===== src/rtl/pcie_trans_pkg.sv =====
// Shared definitions for the PCIe transaction path: word layout and ingress FSM encoding.
package pcie_trans_pkg;

    localparam int DATA_W   = 6;
    localparam int VC_BIT   = 5;
    localparam int DEST_BIT = 4;

    typedef enum logic [1:0] {
        ST_INIT   = 2'd0,
        ST_IDLE   = 2'd1,
        ST_ACTIVE = 2'd2,
        ST_PAUSED = 2'd3
    } ingress_state_t;

endpackage


===== src/rtl/pcie_ingress_ctrl_skid2.sv =====
// ingress_skid2: 2-entry FIFO buffer with flush; exposes occupancy and head word.
module ingress_skid2
    import pcie_trans_pkg::*;
#(
    parameter int DATA_W = 6
) (
    input  logic              clk,
    input  logic              rst,
    input  logic              flush,
    input  logic              wr_en,
    input  logic [DATA_W-1:0] wr_data,
    input  logic              pop,
    output logic [1:0]        count,
    output logic [DATA_W-1:0] head
);

    logic [DATA_W-1:0] r_mem [2];
    logic              r_wr_ptr;
    logic              r_rd_ptr;
    logic [1:0]        r_count;

    always_ff @(posedge clk or posedge rst) begin
        if (rst) begin
            r_mem    <= '{default: '0};
            r_wr_ptr <= 1'b0;
            r_rd_ptr <= 1'b0;
            r_count  <= '0;
        end else if (flush) begin
            r_wr_ptr <= 1'b0;
            r_rd_ptr <= 1'b0;
            r_count  <= '0;
        end else begin
            if (wr_en) begin
                r_mem[r_wr_ptr] <= wr_data;
                r_wr_ptr        <= ~r_wr_ptr;
            end
            if (pop) begin
                r_rd_ptr <= ~r_rd_ptr;
            end
            r_count <= r_count + 2'(wr_en) - 2'(pop);
        end
    end

    assign count = r_count;
    assign head  = r_mem[r_rd_ptr];

endmodule


===== src/rtl/pcie_ingress_ctrl.sv =====
// Ingress stage: valid/ready intake into a 2-entry buffer, registered push into the main FIFO.
// Optional per-VC push counters are built when PCIE_INGRESS_STATS_EN is defined.
module pcie_ingress_ctrl #(
    parameter int DATA_W = 6,
    parameter int CNT_W  = 8
) (
    input  logic              clk,
    input  logic              reset,
    input  logic              init,
    input  logic              in_valid,
    input  logic [DATA_W-1:0] in_data,
    output logic              in_ready,
    input  logic              pausa_mf,
    input  logic              fifo_full_mf,
    output logic              push,
    output logic [DATA_W-1:0] data_out,
    output logic              busy,
    output logic [CNT_W-1:0]  cnt_vc0,
    output logic [CNT_W-1:0]  cnt_vc1
);
    import pcie_trans_pkg::*;

    ingress_state_t    r_state;
    logic              r_push;
    logic [DATA_W-1:0] r_data_out;

    logic [1:0]        w_count;
    logic [DATA_W-1:0] w_head;
    logic              w_in_ready;
    logic              w_accept;
    logic              w_drain;
    logic              w_stall;
    logic [1:0]        w_count_next;

    assign w_stall    = pausa_mf | fifo_full_mf;
    // Ready is a function of registered occupancy only, so a full buffer never accepts even when draining.
    assign w_in_ready = (r_state != ST_INIT) && (w_count < 2'd2);
    assign w_accept   = in_valid & w_in_ready & ~init;
    assign w_drain    = (w_count != 2'd0) & ~w_stall & (r_state != ST_INIT) & ~init;
    assign w_count_next = w_count + 2'(w_accept) - 2'(w_drain);

    ingress_skid2 #(.DATA_W(DATA_W)) u_skid (
        .clk     (clk),
        .rst     (reset),
        .flush   (init),
        .wr_en   (w_accept),
        .wr_data (in_data),
        .pop     (w_drain),
        .count   (w_count),
        .head    (w_head)
    );

    always_ff @(posedge clk or posedge reset) begin
        if (reset) begin
            r_state    <= ST_INIT;
            r_push     <= 1'b0;
            r_data_out <= '0;
        end else if (init) begin
            r_state <= ST_INIT;
            r_push  <= 1'b0;
        end else begin
            if (r_state == ST_INIT || w_count_next == 2'd0) begin
                r_state <= ST_IDLE;
            end else if (w_stall) begin
                r_state <= ST_PAUSED;
            end else begin
                r_state <= ST_ACTIVE;
            end
            r_push <= w_drain;
            if (w_drain) begin
                r_data_out <= w_head;
            end
        end
    end

    assign in_ready = w_in_ready;
    assign push     = r_push;
    assign data_out = r_data_out;
    assign busy     = (w_count != 2'd0) | r_push;

`ifdef PCIE_INGRESS_STATS_EN
    logic [CNT_W-1:0] r_cnt_vc0;
    logic [CNT_W-1:0] r_cnt_vc1;

    // Counts pushes as they are presented to the main FIFO, keyed by the VC bit of that word.
    always_ff @(posedge clk or posedge reset) begin
        if (reset) begin
            r_cnt_vc0 <= '0;
            r_cnt_vc1 <= '0;
        end else if (init) begin
            r_cnt_vc0 <= '0;
            r_cnt_vc1 <= '0;
        end else if (r_push) begin
            if (r_data_out[VC_BIT]) begin
                if (r_cnt_vc1 != '1) r_cnt_vc1 <= r_cnt_vc1 + CNT_W'(1);
            end else begin
                if (r_cnt_vc0 != '1) r_cnt_vc0 <= r_cnt_vc0 + CNT_W'(1);
            end
        end
    end

    assign cnt_vc0 = r_cnt_vc0;
    assign cnt_vc1 = r_cnt_vc1;
`else
    assign cnt_vc0 = '0;
    assign cnt_vc1 = '0;
`endif

endmodule


===== config.mk =====
export PLATFORM = sky130hd
export DESIGN_NAME = pcie_ingress_ctrl
export DESIGN_NICKNAME = d
export VERILOG_FILES = /design/src/rtl/pcie_trans_pkg.sv /design/src/rtl/pcie_ingress_ctrl_skid2.sv /design/src/rtl/pcie_ingress_ctrl.sv
export SDC_FILE = /design/constraint.sdc
export NUM_CORES = 1
export LEC_CHECK = 0
export CORE_UTILIZATION = 50
export CTS_CLUSTER_SIZE = 12
export DETAILED_ROUTE_END_ITERATION = 6
export PLACE_DENSITY_LB_ADDON = 0.15
export SYNTH_ARGS = -nofsm -noshare
export SYNTH_HDL_FRONTEND = slang
export SYNTH_SLANG_ARGS = --single-unit

===== constraint.sdc =====
create_clock -name clk -period 6.4 [get_ports clk]
set_input_delay 1.28 -clock clk [delete_from_list [all_inputs] [get_ports clk]]
set_output_delay 1.28 -clock clk [all_outputs]
set_load 0.005 [all_outputs]

## After elaboration in Yosys (flattened, before gate mapping)

Index checks and enable logic that the tools add are counted.

| storage, ports and cells | value |
|---|---|
| bits in registers | 25 |
| input port bits | 12 |
| word-level logic and storage cells | 53 |

| cells by class | value |
|---|---|
| $add $sub $neg | 2 |
| order comparisons | 4 |
| mux-type cells | 15 |
| bitwise logic cells | 13 |
| reductions and logical operators | 11 |

Operators by type and width:

| cell | number |
|---|---|
| $mux 6 | 4 |
| $bwmux 12 | 1 |
| $reduce_bool 2->1 | 4 |
| $demux 6 s1 | 1 |
| $mux 1 | 6 |
| $mux 2 | 3 |
| $and 1x1->1 | 5 |
| $ge 2x2->1 const B | 2 |
| $logic_not 2->1 | 2 |
| $not 1->1 | 4 |
| $not 1->2 | 2 |
| $reduce_and 2->1 | 2 |
| $add 2x1->2 | 1 |
| $logic_and 1x1->1 | 2 |
| $lt 2x1->1 const B | 1 |
| $lt 2x2->1 const B | 1 |
| $or 1x1->1 | 2 |
| $sub 2x1->2 | 1 |
| $logic_or 1x1->1 | 1 |

## Depth between registers and ports, before layout

| logic depth | value |
|---|---|
| word-level depth | 10 |
| depth in mapped cells | 8 |

## Cells and area by module

Synthesis repeated with hierarchy kept, for this count alone.

| second synthesis, totals | value |
|---|---|
| cell total of the unflattened synthesis | 98 |
| area, all modules | 1290.0 µm² |

Modules (own cells, without submodules):

| module | instances | cells each | area an instance (µm²) |
|---|---|---|---|
| ingress_skid2 | 1 | 49 | 733.2 |
| pcie_ingress_ctrl | 1 | 49 | 556.8 |

## Least setup slack after synthesis

No wires, ideal clock.

| timing | value |
|---|---|
| path type | input-to-reg |
| from | input port init |
| to | register r_state[1] |
| library setup time | 0.088 ns |
| arrival time | 2.966 ns |
| slack | 3.346 ns |
| stages on the path | 8 |
| buffers on the path | 1 |
| cell sequence | buf_2 > nor4b_4 > ha_1 > inv_1 > ha_1 > xnor2_1 > mux2i_1 > nor3b_1 |

| between the ends | value |
|---|---|
| cells in the longest elaborated chain, start to end | 8 |
| elaborated cells on any way between the ends | 9 |

Ends and longest elaborated chain:

| what | RTL line | text |
|---|---|---|
| from (decl) | pcie_ingress_ctrl.sv:9 | `input logic init,` |
| $not 1->1 (no line) | n/a |  |
| $and 1x1->1 | pcie_ingress_ctrl.sv:38 | `assign w_accept = in_valid & w_in_ready & ~init;` |
| $add 2x1->2 | pcie_ingress_ctrl.sv:40 | `assign w_count_next = w_count + 2'(w_accept) - 2'(w_drain);` |
| $sub 2x1->2 | pcie_ingress_ctrl.sv:40 |  |
| $logic_not 2->1 | pcie_ingress_ctrl.sv:62 | `if (r_state == ST_INIT \|\| w_count_next == 2'd0) begin` |
| $logic_or 1x1->1 | pcie_ingress_ctrl.sv:62 |  |
| $mux 2 | pcie_ingress_ctrl.sv:62 |  |
| $mux 2 (*) | pcie_ingress_ctrl.sv:58 | `end else if (init) begin` |
| to (signal assigned) | pcie_ingress_ctrl.sv:59 | `r_state <= ST_INIT;` |
| to (signal assigned) | pcie_ingress_ctrl.sv:63 | `r_state <= ST_IDLE;` |
| to (signal assigned) | pcie_ingress_ctrl.sv:65 | `r_state <= ST_PAUSED;` |
| to (decl) | pcie_ingress_ctrl.sv:23 | `ingress_state_t r_state;` |

Every way passes the cells marked *; elsewhere a longest branch is shown, timed or not.
A chain may end at the register's enable or synchronous reset.

## Worst setup path after layout

Ends and elaborated chain as after synthesis.

==> impl_results.md <==
* Number of max-slew violations in the final report at 0
* Clock latency on the worst-skew pair at 0.31 ns
* Clock Path Buffers at 2
* Count of vias placed by the detailed router at 738
* Internal cell power at 0.000291 W
* Grt total ovfl at 0
* Vias in the first global route at between 700 and 800
* Initial antenna violation count at 0
* ANT nets after route at 0
* Share of post-route cells with drive strength above 1 at 28.3%
* Post-CTS Setup Inserts at 0
* Number of synthesized register bits at 25
* 1st-iter DRT viols at 0
* Power density of the placed cells at 263 nW/µm²
* HPWL after DPL at 1.39 mm
* Standard cell with the maximum stage delay on the critical path: nor4b_4
* Highest metal used: met4
* Hold Startpoint: u_skid.r_mem[4]$_DFFE_PP0P_
* Initial core utilization at 52.7%
* Clock root buffer master: clkbuf_4
* Overall die height at 53.1 µm
* Final worst clock skew at roughly 0.0054 ns
* Total of fill cells in the finished design at 213
* Largest net degree at the start of global routing at 26
* Leakage power of the design at 0.705 nW
* First-pass GRT wire length at approximately 3.4 mm
* Post-cts sizing count at 0
* Clock tree from TritonCTS: yes
* Maximum resistive drop on vdd at 0.000165 V
* Clock sinks at 25
* Deepest level of the CTS H-tree at 1
* Count of unique library cells instantiated by Yosys at 25
* Total global routing track utilization at 17.3%
* Metal-1 WL at 949 µm
* Sequential power share at a little over half
* Router iterations before antenna repair at 1
* Setup Total Neg Slack at 0 ns
* Cell Chain, Critical Path: clkdlybuf4s50_1 > nor4b_4 > ha_1 > inv_1 > ha_1 > xnor2_1 > mux2i_1 > nor3b_1
* Maximum single-stage delay on the critical path at ~0.67 ns
* Final instance area at 1490 µm²
* Worst slew pin tran at 0.931 ns
* Std cell rows at 18
* Power dissipated by switching net loads at 0.0000994 W
* Maximum fanout along the worst path at 11
* Slew margin rel. at 37.9%
* Crit Reg-Reg Startpoint: u_skid.count[1]$_DFF_PP0_
* Gate count after technology mapping at 100
* Clk slew on worst S/H paths at 0.14 ns
* Total met2 wirelength after detailed routing at 914 µm
* Cts hold-fix bufs at 0
* Synth-to-layout area growth at 13.9%
* Inserted Clock Buffers at 3
* Area of the placeable core at between 2000 and 2500 µm²
* Arrival @ worst endpoint at 3.74 ns
* Category of the worst setup path capture point: flop
* Count of antenna diodes in the layout at 0
* Number of vias per cell after detailed routing at 4.92
* Port Buf Inserts at 20
* Crit path launch: init
* Dominant cell type by count on the critical path: ha_1
* Clock group share of total power at between 15 and 20%
* Portion of total power attributed to combinational logic at 27.5%
* Sequential element share of the synthesized area at between 40% and 50%
* DRC violations left at 0
* Placed Instance Area at 1460 µm²
* Final count of hold timing violations at 0
* Mean routed wirelength per cell at 13.1 µm
* Path class of the lowest-slack min-delay path: flop to flop
* Element type at the critical path start: input port
* Switching power share of the total at 25.4%
* Final setup violation count at 0
* Max Fclk at 285 MHz
* Run status: complete, no violations
* Setup repair after global routing missed its margin: false
* Routability cong. at 0.778
* Met3 wire length at 86 µm
* DIE WIDTH at 53.1 µm
* Clock period minus worst slack at 3.51 ns
* Final period utilization at 54.9%
* Worst Setup Path Type: input port to flop
* Synthesized area per cell at 13.1 µm²
* Worst path required time at 6.63 ns
* Total Routed Length at ~2.0 mm
* Io pins at 37
* Max-cap viol count at 0
* Floorplan die area at 2820 µm²
* Area of the mapped netlist at 1310 µm²
* YS warnings at 0
* Net count of the finished layout at 135
through the flow:
stage                     util (%)  total power (W)  setup slack [ns]  hold slack, ns  cells
after global placement        58.9         0.000323              2.64           0.485    146
after global routing          60.1         0.000417              2.72           0.547    150
after floorplan                  -         0.000288              3.35           0.475    115
after detailed placement      58.9         0.000326              2.52           0.492    146
after CTS                     60.1         0.000396              2.85           0.525    150
final                         60.1         0.000391              2.89           0.520    150
cells in the final DEF (no fill, tap or decap), types with 2 or more instances in the layout:
cell type	Yosys	routed
clkbuf_4	0	3
ha_1	2	2
nor2_1	6	6
mux2_2	19	19
conb_1	1	16
nor4b_4	2	2
nor2b_1	3	3
clkdlybuf4s50_1	0	20
a21oi_1	2	2
dfrtp_1	25	25
inv_1	2	2
mux2_4	6	6
or3_1	3	3
cell usage after synthesis (all sizes together):
master | instances | area, µm²
dfrtp | 25 | 626
mux2 | 25 | 304
buf | 19 | 140
nor2 | 7 | 28.8
nor2b | 3 | 18.8
or3 | 3 | 18.8
a21oi | 2 | 10.0
ha | 2 | 25.0
inv | 2 | 7.51
nor4b | 2 | 47.6
conb | 1 | 3.75
mux2i | 1 | 10.0
nand2b | 1 | 13.8
nor3 | 1 | 5.00
nor3b | 1 | 7.51
nor4 | 1 | 6.26
o21ai | 1 | 5.00
or4 | 1 | 11.3
xnor2 | 1 | 8.76
xor2 | 1 | 8.76
area by class of cell:
type                       instances  area, µm²  area share, %
sequential                        25        626           42.1
multi-input combinational         69        589           39.6
timing repair buffer              20        200           13.5
tap                               30       37.5           2.52
clock buffer                       3       22.5           1.51
inverter                           2       7.51          0.505
clock inverter                     1       5.00          0.336
path summary, 6_finish.rpt:
check | to | cells past startpoint | slack (ns)
worst max-delay path | r_state[1]$_DFF_PP0_ | 8 | 2.89
worst min-delay path | u_skid.r_mem[4]$_DFFE_PP0P_ | 1 | 0.52
worst max register to register | r_state[1]$_DFF_PP0_ | 8 | 4.04
worst min register to register | u_skid.r_mem[4]$_DFFE_PP0P_ | 1 | 0.52
max in group asynchronous | data_out[1]$_DFFE_PP0P_ | 2 | 4.38
min in group asynchronous | u_skid.r_mem[10]$_DFFE_PP0P_ | 2 | 1.45
state kept, by name (all words and copies together) (netlist names):
signal,flops
data_out,6
push,1
r_state,2
u_skid.count,2
u_skid.r_mem,12
u_skid.r_rd_ptr,1
u_skid.r_wr_ptr,1
cells by family after synthesis:
| family | share of synthesized area (%) |
|---|---|
| mux | 24.0 |
| flops | 47.9 |
| buf+inv | 11.3 |
| simple gates | 12.1 |
| compound gates | 1.15 |
| fa+ha+maj | 1.92 |
| xor+xnor | 1.34 |
| other cells | 0.287 |
layer usage:
metal  vias up  GRT usage [%]
met4         0           6.58
met3         2           3.45
met2        23           24.7
met5         -              0
li1        351              -
met1       362           25.7
power by group through the flow:
stage               clock [W]  sequential, W  combinational, W
floorplan                   0       0.000213         0.0000750
global placement            0       0.000216          0.000107
detailed placement          0       0.000218          0.000108
CTS                 0.0000730       0.000215          0.000109
global route        0.0000799       0.000220          0.000117
finish              0.0000696       0.000214          0.000107
critical path: cells and delay by family:
kind	cells	cell delay, ns
XOR/XNOR	1	0.17
adder cells (fa/ha/maj)	2	0.47
buffers and inverters	2	0.69
multiplexers	1	0.26
AND/OR/NAND/NOR	2	0.87
No activity file was read; power rests on OpenSTA's default activity.
